## src/rtl/neopixel_write_arbiter.sv

```systemverilog
// Round-robin arbiter that shares the neopixel ctrl write port among C_NUM_REQ requesters.
// Sequences the strobe / ready-drop / ready-return handshake and bounds each wait with a watchdog.
module neopixel_write_arbiter #(
  parameter int C_NUM_REQ        = 4,
  parameter int C_PIXELS         = 12,
  parameter int C_TIMEOUT_CYCLES = 4096
) (
  input  logic                    ctrl_clock,
  input  logic                    ctrl_reset_n,
  input  logic [C_NUM_REQ-1:0]    req_valid,
  input  logic [8*C_NUM_REQ-1:0]  req_address,
  input  logic [24*C_NUM_REQ-1:0] req_data,
  output logic [C_NUM_REQ-1:0]    req_done,
  output logic [C_NUM_REQ-1:0]    req_error,
  output logic                    ctrl_write,
  output logic [31:0]             ctrl_address,
  output logic [31:0]             ctrl_write_data,
  input  logic                    ctrl_ready,
  output logic                    busy,
  output logic                    timeout_flag
);

  localparam int IDX_W = (C_NUM_REQ > 1) ? $clog2(C_NUM_REQ) : 1;
  localparam int WD_W  = $clog2(C_TIMEOUT_CYCLES + 1);
  localparam logic [WD_W-1:0]  WD_LAST  = WD_W'(C_TIMEOUT_CYCLES - 1);
  localparam logic [IDX_W-1:0] IDX_LAST = IDX_W'(C_NUM_REQ - 1);

  typedef enum logic [2:0] {
    S_IDLE,
    S_CHECK,
    S_ISSUE,
    S_WAIT_LOW,
    S_WAIT_HIGH,
    S_DONE,
    S_ERROR
  } state_t;

  state_t                 state_q;
  logic [IDX_W-1:0]       rr_ptr_q;
  logic [IDX_W-1:0]       win_q;
  logic [7:0]             addr_q;
  logic [23:0]            data_q;
  logic [WD_W-1:0]        wd_count_q;
  logic                   ctrl_write_q;
  logic [31:0]            ctrl_address_q;
  logic [31:0]            ctrl_write_data_q;
  logic [C_NUM_REQ-1:0]   req_done_q;
  logic [C_NUM_REQ-1:0]   req_error_q;
  logic                   busy_q;
  logic                   timeout_flag_q;

  // Candidate gi is the requester gi positions above rr_ptr, wrapping modulo C_NUM_REQ.
  logic [IDX_W-1:0]       cand_idx [C_NUM_REQ];
  logic [C_NUM_REQ-1:0]   cand_hit;

  for (genvar gi = 0; gi < C_NUM_REQ; gi++) begin : g_rot
    logic [IDX_W:0] sum;
    assign sum           = {1'b0, rr_ptr_q} + (IDX_W+1)'(gi);
    assign cand_idx[gi]  = (sum >= (IDX_W+1)'(C_NUM_REQ))
                           ? IDX_W'(sum - (IDX_W+1)'(C_NUM_REQ))
                           : sum[IDX_W-1:0];
    assign cand_hit[gi]  = req_valid[cand_idx[gi]];
  end

  logic             grant_any;
  logic [IDX_W-1:0] grant_idx;

  always_comb begin
    grant_any = 1'b0;
    grant_idx = '0;
    for (int i = C_NUM_REQ - 1; i >= 0; i--) begin
      if (cand_hit[i]) begin
        grant_any = 1'b1;
        grant_idx = cand_idx[i];
      end
    end
  end

  logic             addr_ok;
  logic [IDX_W-1:0] win_next;

  assign addr_ok  = ({24'd0, addr_q} < 32'(C_PIXELS));
  assign win_next = (win_q == IDX_LAST) ? '0 : win_q + 1'b1;

  always_ff @(posedge ctrl_clock or negedge ctrl_reset_n) begin
    if (!ctrl_reset_n) begin
      state_q           <= S_IDLE;
      rr_ptr_q          <= '0;
      win_q             <= '0;
      addr_q            <= '0;
      data_q            <= '0;
      wd_count_q        <= '0;
      ctrl_write_q      <= 1'b0;
      ctrl_address_q    <= '0;
      ctrl_write_data_q <= '0;
      req_done_q        <= '0;
      req_error_q       <= '0;
      busy_q            <= 1'b0;
      timeout_flag_q    <= 1'b0;
    end else begin
      ctrl_write_q <= 1'b0;
      req_done_q   <= '0;
      req_error_q  <= '0;
      case (state_q)
        S_IDLE: begin
          // Only grant while the engine is ready so a strobe never lands on a busy engine.
          if (grant_any && ctrl_ready) begin
            win_q   <= grant_idx;
            addr_q  <= req_address[8*grant_idx +: 8];
            data_q  <= req_data[24*grant_idx +: 24];
            busy_q  <= 1'b1;
            state_q <= S_CHECK;
          end
        end
        S_CHECK: begin
          if (addr_ok) begin
            ctrl_write_q      <= 1'b1;
            ctrl_address_q    <= {24'd0, addr_q};
            ctrl_write_data_q <= {8'd0, data_q};
            state_q           <= S_ISSUE;
          end else begin
            req_error_q[win_q] <= 1'b1;
            state_q            <= S_ERROR;
          end
        end
        S_ISSUE: begin
          wd_count_q <= '0;
          state_q    <= S_WAIT_LOW;
        end
        S_WAIT_LOW: begin
          if (!ctrl_ready) begin
            wd_count_q <= '0;
            state_q    <= S_WAIT_HIGH;
          end else if (wd_count_q == WD_LAST) begin
            timeout_flag_q     <= 1'b1;
            req_error_q[win_q] <= 1'b1;
            state_q            <= S_ERROR;
          end else begin
            wd_count_q <= wd_count_q + 1'b1;
          end
        end
        S_WAIT_HIGH: begin
          if (ctrl_ready) begin
            req_done_q[win_q] <= 1'b1;
            state_q           <= S_DONE;
          end else if (wd_count_q == WD_LAST) begin
            timeout_flag_q     <= 1'b1;
            req_error_q[win_q] <= 1'b1;
            state_q            <= S_ERROR;
          end else begin
            wd_count_q <= wd_count_q + 1'b1;
          end
        end
        S_DONE, S_ERROR: begin
          rr_ptr_q <= win_next;
          busy_q   <= 1'b0;
          state_q  <= S_IDLE;
        end
        default: begin
          busy_q  <= 1'b0;
          state_q <= S_IDLE;
        end
      endcase
    end
  end

  assign ctrl_write      = ctrl_write_q;
  assign ctrl_address    = ctrl_address_q;
  assign ctrl_write_data = ctrl_write_data_q;
  assign req_done        = req_done_q;
  assign req_error       = req_error_q;
  assign busy            = busy_q;
  assign timeout_flag    = timeout_flag_q;

endmodule

```

## config.mk

```make
export PLATFORM = sky130hd
export DESIGN_NAME = neopixel_write_arbiter
export DESIGN_NICKNAME = d
export VERILOG_FILES = /design/src/rtl/neopixel_write_arbiter.sv
export SDC_FILE = /design/constraint.sdc
export NUM_CORES = 1
export LEC_CHECK = 0
export ABC_AREA = 0
export CORE_MARGIN = 5
export CORE_UTILIZATION = 40
export CTS_BUF_LIST = sky130_fd_sc_hd__clkbuf_16
export CTS_CLUSTER_DIAMETER = 30
export DETAILED_ROUTE_END_ITERATION = 6
export DONT_BUFFER_PORTS = 1
export PLACE_DENSITY = 0.55
export SETUP_SLACK_MARGIN = 0.1
export SYNTH_ARGS = -nofsm -noshare
export SYNTH_HDL_FRONTEND = slang
export SYNTH_SLANG_ARGS = --single-unit
```

## constraint.sdc

```tcl
create_clock -name ctrl_clock -period 4.8 [get_ports ctrl_clock]
set_input_delay 0.48 -clock ctrl_clock [delete_from_list [all_inputs] [get_ports ctrl_clock]]
set_output_delay 0.48 -clock ctrl_clock [all_outputs]
set_load 0.02 [all_outputs]
```

==> results.ini <==
[synthesis]
yosysWarnings = 0
synth_compound_area_share_pct = 19.4
synth_edf_count = 0
synth_top_family_by_area = compound AO/OA/AOI/OAI gates
ys_types = 53
synth_mux_area_share_pct = 6.43
syn_avg_cell_area_sq_um = 9.32
yosys.area_share.adder_pct = 1.19
syn_area_sq_um = 5260
yosysSeqAreaShare_pct = 45.2
synth_ff_type = dfrtp_1
synth_xor_area_share_pct = 1.00
synth_seq_cells = 95
yosys.area_share.simple_pct = 16.1
syn_inst = 564
synth-async-reset-ratio_pct = 100

[setup_path]
worstPathCellList = mux2_2, nand2_1, buf_4, and3_2, a2111oi_0, a311oi_1
cp-endpoint = data_q[2]
r2r-start = rr_ptr_q[1]
critPathCaptureType = flip-flop
critical_path.max_fanout = 65
reg2reg_depth = 6
critical_path_class = reg -> reg
slowest_stage = and3_2
cp.required_ns = 5.05
critPathMaxStageDelay_ns = 1.01
worst_setup_path_start_kind = flip-flop
crit_start = rr_ptr_q[1]
rrSetupSlack_ns = 1.82
r2r_end = data_q[2]
critPathArrivalTime_ns = 3.23

[timing]
fin_skew_ns = 0.00917
post-route-min-period_ns = 2.98
worst_slack_ns = 1.82
slew_headroom_pct = 16.6
final-hold-violation-count = 0
rsz0062_at_grt = false
tns_ns = 0
timing.fmax_mhz = 336
setup_viol = 0
drv_slew = 0
fin_crit_sh_pct = 62.1
tightest_slew_ns = 1.25

[placed_design]
dp_slack_ns = 1.89
io_buffers = 0
place_congestion = 0.816
hpwl_um = 10400

[power_and_ir_drop]
power_uw = 3270
p_leak_uw = 0.00247
ir_drop_mv = 0.204
power_density_nw_per_um2 = 586

[detailed_routing]
first_pass_iters = 5
post_drt_via_cell_ratio = 5.76
routedWlPerCell_um = 20.4
drc = 0
drtAntennaViolNets = 0
drtIter0Drc = 243
routed_wl_um = 14700
vias = 4140

[cells_and_area]
antenna_cells = 0
fill_cells = 1259
syn2layout_area_growth_pct = 6.14
drive_gt1_share_pct = 11.0
nNetsFinal = 682

[global_routing]
globalRouteOverflowTotal = 0
grt_pass1_wl_um = 23100
antenna_found_initial = 1
grt_max_degree = 96
grt_pass1_vias = 4276
grtUsageTotal_pct = 18.6

[floorplan]
die_area_sq_um = 15500
row_count = 41
initial_utilization_pct = 41.1
die_w_um = 125
ios = 210
die_h_um = 125
coreArea_sq_um = 12800

[clocking]
clk_latency_ns = 0.35
cts_setup_buffers = 0
cts_tree = yes
numCtsBuffers = 9
clock_path_buffers = 2
htreeDepth = 3
cts_sinks = 95
hold_buffers = 1
cts_root_buf = clkbuf_16
cts.repair.resized = 0
clk_pin_slew_ns = 0.07

[hold_path]
worstHoldPathType = in -> async

[job]
cap_violations = 0

[run_status]
status = completed

[how the worst min path moves through the flow]
stage / slack (ns) / end
finish: 0.02 / data_q[9]
CTS: 0.07 / req_done[0]
floorplan: 0.18 / addr_q[0]
detailed placement: 0.19 / req_done[2]
global placement: 0.19 / req_error[2]
global route: 0.07 / data_q[9]
[where the power goes]
| part | internal, uW | leakage (uW) | switching (uW) |
|---|---|---|---|
| registers | 1100 | 0.00121 | 409 |
| clock network | 448 | 0.000157 | 296 |
| logic | 401 | 0.00110 | 618 |
| total | 1950 | 0.00247 | 1320 |
[area by class of cell]
type	instances	area [sq um]	area share (%)
clock inverters	7	80.1	1.44
inverters	37	139	2.49
repair buffers	9	87.6	1.57
flip-flops and latches	95	2380	42.6
clock buffers	9	225	4.04
well taps	172	215	3.86
multi-input cells	390	2450	44.0
[layer usage]
metal,wire length (um),vias to the layer above,global-route usage [%],share of wire (%)
li1,-,1930,-,-
met4,425,2,7.80,2.9
met5,15,-,0,0.10
met1,5980,1995,22.2,41
met2,7110,181,30.6,48
met3,1130,32,6.52,7.7
[per-stage QoR]
stage,hold slack [ns],std cells,area (sq um),utilization [%]
floorplan,0.184,595,5370,-
global placement,0.188,702,5250,41.1
detailed placement,0.188,702,5250,41.1
CTS,0.0740,719,5580,43.7
global route,0.0746,719,5580,43.7
finish,0.0209,719,5580,43.7
[synthesized netlist by cell type (all sizes together) (5+ instances only)]
| cell | count | area share, % |
|---|---|---|
| nand2 | 85 | 6.1 |
| nor3 | 7 | 0.76 |
| a21oi | 6 | 0.57 |
| a31oi | 34 | 4.0 |
| dfrtp | 95 | 45 |
| a2111oi | 33 | 5.9 |
| inv | 37 | 2.6 |
| ha | 5 | 1.2 |
| and3 | 6 | 0.71 |
| clkbuf | 32 | 2.3 |
| nor2 | 42 | 3.0 |
| o21ai | 11 | 1.0 |
| a311oi | 32 | 5.3 |
| nand2b | 6 | 0.71 |
| mux2 | 30 | 6.4 |
| and2 | 14 | 1.7 |
| buf | 41 | 5.6 |
| nand3 | 6 | 0.57 |
| xnor2 | 5 | 0.83 |
[critical path: cells and delay by family (launching register included)]
family / cells / cell delay [ns]
compound gates: 2 / 0.63
mux: 1 / 0.36
simple gates: 2 / 1.08
buf+inv: 1 / 0.35
flops: 1 / 0.44
[cell usage in the layout, fill, tap and decap left out, types with 2 or more instances in the layout]
cell type / count
a2111oi_0: 32
a21oi_1: 6
a311oi_1: 32
a31oi_1: 34
and2_1: 13
and3_1: 5
buf_4: 8
bufinv_16: 2
clkbuf_16: 9
clkinv_1: 2
conb_1: 32
dfrtp_1: 95
ha_1: 5
inv_1: 39
mux2_2: 30
nand2_1: 85
nand2b_1: 6
nand3_1: 6
nand4_1: 3
nor2_1: 41
nor3_1: 6
nor4_1: 4
o21ai_0: 11
o311ai_0: 2
o31ai_1: 2
or3_1: 3
xnor2_1: 5
[registers in the layout, indices dropped and copies added (netlist names), 3 cells and up]
signal	count
req_done	4
data_q	24
wd_count_q	13
ctrl_address	8
state_q	3
req_error	4
ctrl_write_data	24
addr_q	8
[cells by family (layout without fill, tap and decap cells)]
kind of cell | Yosys count | count (layout)
simple gates | 184 | 184
mux | 30 | 30
compound gates | 133 | 133
flops | 95 | 95
xor+xnor | 6 | 6
buf+inv | 110 | 62
other cells | 1 | 32
fa+ha+maj | 5 | 5
No activity file was read; power rests on OpenSTA's default activity.
